$ cat src/rtl/servo_pkg.sv
// Shared constants, tick conversion and state type for the multi-channel servo PWM.
// Optional slew limiting is selected with the SERVO_RAMP_EN macro.
package servo_pkg;

    typedef enum logic {
        IDLE = 1'b0,
        RUN  = 1'b1
    } state_t;

    function automatic int unsigned us2ticks(
        input int unsigned us,
        input int unsigned clk_hz
    );
        return us * (clk_hz / 1_000_000);
    endfunction

    localparam int unsigned DEF_CLK_HZ       = 50_000_000;
    localparam int unsigned DEF_PERIOD_TICKS = us2ticks(20000, DEF_CLK_HZ);
    localparam int unsigned DEF_MIN_TICKS    = us2ticks(1000, DEF_CLK_HZ);
    localparam int unsigned DEF_MAX_TICKS    = us2ticks(2000, DEF_CLK_HZ);

endpackage

$ cat src/rtl/servo_pwm_chan.sv
// One servo channel: position select to width, frame-boundary width update, compare.
// With SERVO_RAMP_EN defined the width slews by at most STEP_TICKS per frame.
module servo_pwm_chan
    import servo_pkg::*;
#(
    parameter int unsigned SEL_W      = 2,
    parameter int unsigned CNT_W      = 20,
    parameter int unsigned MIN_TICKS  = DEF_MIN_TICKS,
`ifdef SERVO_RAMP_EN
    parameter int unsigned STEP_TICKS = 5000,
`endif
    parameter int unsigned MAX_TICKS  = DEF_MAX_TICKS
) (
    input  logic             clk,
    input  logic             rst_n,
    input  logic             run,
    input  logic             boundary,
    input  logic [CNT_W-1:0] count,
    input  logic [SEL_W-1:0] sel,
    output logic             servo,
    output logic             busy
);

    localparam int unsigned NPOS = 2 ** SEL_W;
    localparam int unsigned SPAN = MAX_TICKS - MIN_TICKS;
    localparam logic [CNT_W-1:0] MIN_W = CNT_W'(MIN_TICKS);

    logic [CNT_W-1:0] target;
    logic [CNT_W-1:0] cur_q;
    logic [CNT_W-1:0] cur_d;

    // multiply first so every position lands on its exact share of the span
    always_comb begin
        target = CNT_W'((32'(sel) * SPAN) / (NPOS - 1) + MIN_TICKS);
    end

`ifdef SERVO_RAMP_EN
    localparam logic [CNT_W-1:0] STEP = CNT_W'(STEP_TICKS);

    always_comb begin
        cur_d = target;
        if (target > cur_q) begin
            if ((target - cur_q) > STEP) begin
                cur_d = cur_q + STEP;
            end
        end else if ((cur_q - target) > STEP) begin
            cur_d = cur_q - STEP;
        end
    end
`else
    always_comb begin
        cur_d = target;
    end
`endif

    always_ff @(posedge clk or negedge rst_n) begin
        if (!rst_n) begin
            cur_q <= MIN_W;
            servo <= 1'b0;
            busy  <= 1'b0;
        end else begin
            if (boundary) begin
                cur_q <= cur_d;
            end
            servo <= run && (count < cur_q);
            busy  <= (cur_q != target);
        end
    end

endmodule

$ cat src/rtl/servo_pwm_multi.sv
// Multi-channel hobby-servo PWM: shared frame counter and run state, one channel per output.
// Define SERVO_RAMP_EN to slew-limit width changes to STEP_US per frame.
module servo_pwm_multi
    import servo_pkg::*;
#(
    parameter int unsigned CLK_HZ    = 50_000_000,
    parameter int unsigned CHANNELS  = 2,
    parameter int unsigned SEL_W     = 2,
    parameter int unsigned PERIOD_US = 20000,
    parameter int unsigned MIN_US    = 1000,
    parameter int unsigned MAX_US    = 2000,
    parameter int unsigned STEP_US   = 100
) (
    input  logic                      clk,
    input  logic                      rst_n,
    input  logic                      enable,
    input  logic [CHANNELS*SEL_W-1:0] sel,
    output logic [CHANNELS-1:0]       servo,
    output logic                      frame_start,
    output logic [CHANNELS-1:0]       busy
);

    localparam int unsigned PERIOD_TICKS = us2ticks(PERIOD_US, CLK_HZ);
    localparam int unsigned MIN_TICKS    = us2ticks(MIN_US, CLK_HZ);
    localparam int unsigned MAX_TICKS    = us2ticks(MAX_US, CLK_HZ);
    localparam int unsigned CNT_W        = $clog2(PERIOD_TICKS);
    localparam logic [CNT_W-1:0] LAST    = CNT_W'(PERIOD_TICKS - 1);

    generate
        if (MIN_TICKS == 0 || MAX_TICKS >= PERIOD_TICKS || MAX_TICKS < MIN_TICKS) begin : g_bad_cfg
            $error("servo_pwm_multi: need 0 < MIN_TICKS <= MAX_TICKS < PERIOD_TICKS");
        end
    endgenerate

    state_t           state_q;
    state_t           state_d;
    logic [CNT_W-1:0] cnt_q;
    logic [CNT_W-1:0] cnt_d;
    logic             fs_d;
    logic             run;
    logic             boundary;

    assign run      = (state_q == RUN) && enable;
    assign boundary = run && (cnt_q == LAST);

    always_comb begin
        state_d = state_q;
        cnt_d   = cnt_q;
        unique case (state_q)
            IDLE: begin
                cnt_d = '0;
                if (enable) begin
                    state_d = RUN;
                end
            end
            RUN: begin
                if (!enable) begin
                    state_d = IDLE;
                    cnt_d   = '0;
                end else if (cnt_q == LAST) begin
                    cnt_d = '0;
                end else begin
                    cnt_d = cnt_q + 1'b1;
                end
            end
            default: begin
                state_d = IDLE;
                cnt_d   = '0;
            end
        endcase
        fs_d = (state_d == RUN) && (cnt_d == '0);
    end

    always_ff @(posedge clk or negedge rst_n) begin
        if (!rst_n) begin
            state_q     <= IDLE;
            cnt_q       <= '0;
            frame_start <= 1'b0;
        end else begin
            state_q     <= state_d;
            cnt_q       <= cnt_d;
            frame_start <= fs_d;
        end
    end

`ifndef SERVO_RAMP_EN
    // step size only matters when slewing is built in
    localparam int unsigned unused_step_us = STEP_US;
`endif

    for (genvar i = 0; i < CHANNELS; i++) begin : g_chan
        servo_pwm_chan #(
            .SEL_W      (SEL_W),
            .CNT_W      (CNT_W),
            .MIN_TICKS  (MIN_TICKS),
`ifdef SERVO_RAMP_EN
            .STEP_TICKS (us2ticks(STEP_US, CLK_HZ)),
`endif
            .MAX_TICKS  (MAX_TICKS)
        ) u_chan (
            .clk      (clk),
            .rst_n    (rst_n),
            .run      (run),
            .boundary (boundary),
            .count    (cnt_q),
            .sel      (sel[i*SEL_W +: SEL_W]),
            .servo    (servo[i]),
            .busy     (busy[i])
        );
    end

endmodule

$ cat config.mk
export PLATFORM = sky130hd
export DESIGN_NAME = servo_pwm_multi
export DESIGN_NICKNAME = d
export VERILOG_FILES = /design/src/rtl/servo_pkg.sv /design/src/rtl/servo_pwm_chan.sv /design/src/rtl/servo_pwm_multi.sv
export SDC_FILE = /design/constraint.sdc
export NUM_CORES = 1
export LEC_CHECK = 0
export BUFFER_PORTS_ARGS = -buffer_cell sky130_fd_sc_hd__clkbuf_2
export CORE_UTILIZATION = 60
export CTS_CLUSTER_DIAMETER = 150
export DETAILED_ROUTE_END_ITERATION = 16
export GPL_TIMING_DRIVEN = 1
export MAX_ROUTING_LAYER = met4
export PLACE_DENSITY = 0.77
export SKIP_LAST_GASP = 1
export SYNTH_ARGS = -nofsm -noshare
export SYNTH_HDL_FRONTEND = slang
export SYNTH_SLANG_ARGS = --single-unit
$ cat constraint.sdc
create_clock -name clk -period 4.31 [get_ports clk]
set_clock_uncertainty 0.05 [all_clocks]
set_input_delay 0.431 -clock clk [delete_from_list [all_inputs] [get_ports clk]]
set_output_delay 0.431 -clock clk [all_outputs]
set_load 0.02 [all_outputs]
==> impl_metrics.toml, run 1 <==
[status]
outcome = "aborted with a tool error"
failing_step = "5_1_grt"
error_line = "[ERROR GRT-0232] Routing congestion too high. Check the congestion heatmap in the GUI."

[clock_network]
htreeDepth = 2
cts_max_path_buffers = 2
ctsHoldBuffers = 0
cts_sinks = 54
cts_root_buffer = "clkbuf_16"
cts_buffers = 5

[global_route]
overflow = 59
grt_max_degree = 55
grt_util_all_layers_pct = 74.7

[sta]
endpoint_type = "register input"
crit_endpoint = "g_chan[1].u_chan.busy$_DFF_PN0_/D"

[synthesis]
synthArstFlopShare_pct = 100
ys_ff_latch = 54
yosys.cell_types.count = 102
synth_edf_count = 0
synth_seq_area_share_pct = 18.7
synth.largest_area_cell = "dfrtp_1"
yosys-top-cells-area = "dfrtp_1, ha_1, o21ai_0, nor2_1, nand2_1"
syn_avg_cell_area_um2 = 7.63
synth_ff_type = "dfrtp_1"
synth_warnings = 0
synth_area_um2 = 7270
synth_top_area_share_pct = 15.1
synth_nets = 1022
synth_cells = 954

[placement]
dp_cells = 1337
io_buffers = 11
dp_hpwl_um = 21500
dpl-instance-area_um2 = 9600
routabilityCongestion = 1.04

[floorplan]
ioPinCount = 12
die_h_um = 112
die_width_um = 112
initial_core_util_pct = 62.6
rows = 39
## stage by stage
step,setup WS [ns],hold WS [ns]
after CTS,-0.738,0.237
after detailed placement,-1.49,0.443
after global placement,-1.16,0.423
after floorplan,-0.870,0.0854
## per-layer routing
layer	track usage, %	overflow
met5	-	-
met4	69.2	25
met3	54.6	2
met2	93.5	32
met1	74.0	0
## Yosys cell counts (all sizes together) (8+ instances only)
library cell and n:
o21ai 85, o31ai 11, a21o 25, dfrtp 44
or4 8, and3 18, or2 11, nand2 95
a211oi 18, nor4 12, ha 61, nor2 97
o22ai 15, nand4 10, clkbuf 37, a311oi 9
xor2 23, dfstp 10, xnor2 39, a21oi 56
nand2b 9, and2 13, nor3 26, inv 43
nor2b 10, nand3 27, buf 17
## cell families after synthesis
kind of cell	synth area share, %
flops	18.7
simple gates	24.5
fa+ha+maj	10.6
compound gates	29.6
mux	1.63
buf+inv	7.15
xor+xnor	7.67
## what timing repair did
item	in CTS
setup buffers	23
endpoints found under the setup margin	8
pin swaps	50
resized for setup	93
==> run 2, diff against run 1 <==
Settings changed: CORE_UTILIZATION 60 to 40, CTS_CLUSTER_DIAMETER 150 to not set, MAX_ROUTING_LAYER met4 to not set, PLACE_DENSITY 0.77 to not set, PLACE_DENSITY_LB_ADDON set to 0.15.
==> impl_metrics.toml, run 2 <==
[synthesis]
synthArstFlopShare_pct = 100
syn_avg_cell_area_um2 = 7.63
yosys-top-cells-area = "dfrtp_1, ha_1, o21ai_0, nor2_1, nand2_1"
ys_ff_latch = 54
synth_common_cells = "nor2_1, nand2_1, o21ai_0"
synth.largest_area_cell = "dfrtp_1"
synth_nets = 1022
synth.most_common_cell = "nor2_1"
synth_edf_count = 0
synth_warnings = 0
synth_seq_area_share_pct = 18.7
yosys.cell_types.count = 102
synth_area_um2 = 7270
synth_ff_type = "dfrtp_1"
synth_cells = 954
synth_top_area_share_pct = 15.1

[final_layout]
antenna_cells = 0
synthToLayoutAreaGrowth_pct = 49.7
seq_area_um2 = 1360
largest_reg_flops = 28
nNetsFinal = 1316
layout_common_cells = "buf_4, nand2_1, nor2_1, o21ai_0, a21oi_1"
largest_register = "g_chan.u_chan.cur_q"
final_layout_size_suffix_gt1_share_pct = 41.7
stdcell_area_um2 = 10900
layout_commonest_cell = "buf_4"
num-fill-cells = 1574
multi_input_area_um2 = 6220
reg_top3 = "g_chan.u_chan.cur_q (28), cnt_q (20)"

[route]
route.detailed.drc = 0
vias_per_cell = 5.74
first_pass_iters = 6
detail-route-antenna-nets = 0
num_vias = 8463
drtIter0Drc = 556
drt-total-wl_um = 26000
post_drt_wl_per_cell_um = 17.7

[power_and_ir_drop]
peakVddDrop_uv = 214
total_power_mw = 2.35
p_leak_nw = 4.97
power_density_nw_per_um2 = 216

[setup_path]
worst_setup_path_end_kind = "flop"
worstSetupPathType = "input pin to flop"
worstPathArrival_ns = 5.15
rrSetupSlack_ns = 0.94
cp-start-kind = "input pin"
r2r_start = "cnt_q[1]$_DFF_PN0_"
worstPathRequired_ns = 4.42
crit_start = "sel[2]"
cp_max_fo = 8

[clock_network]
cts_max_path_buffers = 2
cts_root_buffer = "clkbuf_16"
cts_buffers = 5
clock_latency_ns = 0.29
clk_pin_slew_ns = 0.07
cts_sinks = 54
htreeDepth = 2
cts_tree = "done"

[global_route]
grt_max_degree = 55
grt_pass1_vias = 8112
antenna_found_initial = 0
overflow = 0
grt_pass1_wl_um = 42000
grt_util_all_layers_pct = 28.6

[sta]
slew_headroom_pct = 49.9
fmax_mhz = 199
rsz0062_at_grt = "true"
hold_viol = 0
slew_violations = 0
fin_tns_setup_ns = -2.72
fin_crit_sh_pct = 117
fin_crit_ns = 5.03
tightestPinTransition_ns = 0.750
setup_violations = 7
postLayoutSetupSlackWorst_ns = -0.725

[floorplan]
rows = 48
die_width_um = 137
dieArea_um2 = 18700
ioPinCount = 12
initial_core_util_pct = 41.5
core_um2 = 17500
die_h_um = 137

[placement]
routabilityCongestion = 0.975
dp_hpwl_um = 20600
io_buffers = 11
dpl-instance-area_um2 = 9820

[status]
outcome = "finished, violations left"
violations = "setup timing"

[flow_run]
cap_viol_max_count = 0

[worst_hold_path]
hold_class = "input pin to asynchronous set/reset pin"
## run 2: cell counts after synthesis
Identical to the previous run, type by type.
## run 2: metal layers
metal  vias to the layer above  global-route usage, %  wire length (um)
li1                       4132                      -                 -
met1                      4028                   39.9             11900
met2                       256                   46.7             12000
met3                        47                   2.93              1410
met4                         0                   7.88               680
met5                         -                      0                 0
## run 2: layout make-up
type	instances	share of cell area (%)
multi-input cells	803	57.2
repair buffers	341	24.6
flip-flops and latches	54	12.5
well taps	225	2.59
inverters	43	1.78
clock buffers	7	1.31
clock inverters	1	0.0460
## run 2: through the flow
step | setup WS [ns] | utilization (%) | hold slack [ns] | instances
3_5_place_dp | -1.37 | 56.0 | 0.439 | 1430
3_3_place_gp | -1.30 | 56.0 | 0.420 | 1430
5_1_grt | -0.947 | 62.1 | 0.253 | 1474
4_1_cts | -0.713 | 60.2 | 0.239 | 1463
6_report | -0.725 | 62.1 | 0.223 | 1474
2_1_floorplan | -0.870 | - | 0.0854 | 954
## run 2: kinds of logic (layout without fill, tap and decap cells)
family	count (synthesis)	in the layout	share of synthesized area, %
buffers and inverters	98	392	7.15
AND/OR/NAND/NOR	358	359	24.5
multiplexers	11	11	1.63
AO/OA/AOI/OAI	309	309	29.6
flip-flops	54	54	18.7
XOR/XNOR	62	62	7.67
adder cells (fa/ha/maj)	62	62	10.6
## run 2: path summary, 6_finish.rpt
path | end | depth (start not counted)
worst min register to register | g_chan[0].u_chan.cur_q[14]$_DFFE_PN1P_ | 2
worst max register to register | g_chan[1].u_chan.servo$_DFF_PN0_ | 16
max in group asynchronous | g_chan[0].u_chan.cur_q[11]$_DFFE_PN0P_ | 2
worst max-delay path | g_chan[1].u_chan.busy$_DFF_PN0_ | 21
worst min-delay path | cnt_q[19]$_DFF_PN0_ | 2
min in group clk | state_q$_DFF_PN0_ | 1
## run 2: critical path, cell delays in order
cell and delay, ns:
buf_8 0.08, clkinvlp_4 0.12, buf_6 0.15, ha_4 0.16, a311oi_4 0.34, buf_4 0.18
nor3_4 0.04, or4_4 0.50, o32a_4 0.39, o21a_4 0.22, a211o_4 0.36, nor3_4 0.23
xor2_2 0.22, o41ai_2 0.12, o311a_1 0.38, o31ai_2 0.21, o2111ai_2 0.18, a2111oi_4 0.37
buf_4 0.20, mux2i_1 0.17, nand4_1 0.10
## run 2: repair_timing
| action | CTS | global route |
|---|---|---|
| endpoints found under the setup margin | 9 | 9 |
| cloned | 0 | 1 |
| endpoints found under the hold margin | 0 | 0 |
| setup buffers | 25 | 10 |
| pin swaps | 44 | 34 |
| resized for setup | 83 | 57 |
| hold buffers | 0 | 0 |
## run 2: where the power goes
part | internal, mW | leakage (nW) | switching (mW)
Clock | 0.231 | 0.0739 | 0.169
Combinational | 0.721 | 4.24 | 0.719
Sequential | 0.511 | 0.657 | 0.00217
Total | 1.46 | 4.97 | 0.890
Note: power is estimated with default switching activity, not from simulation.
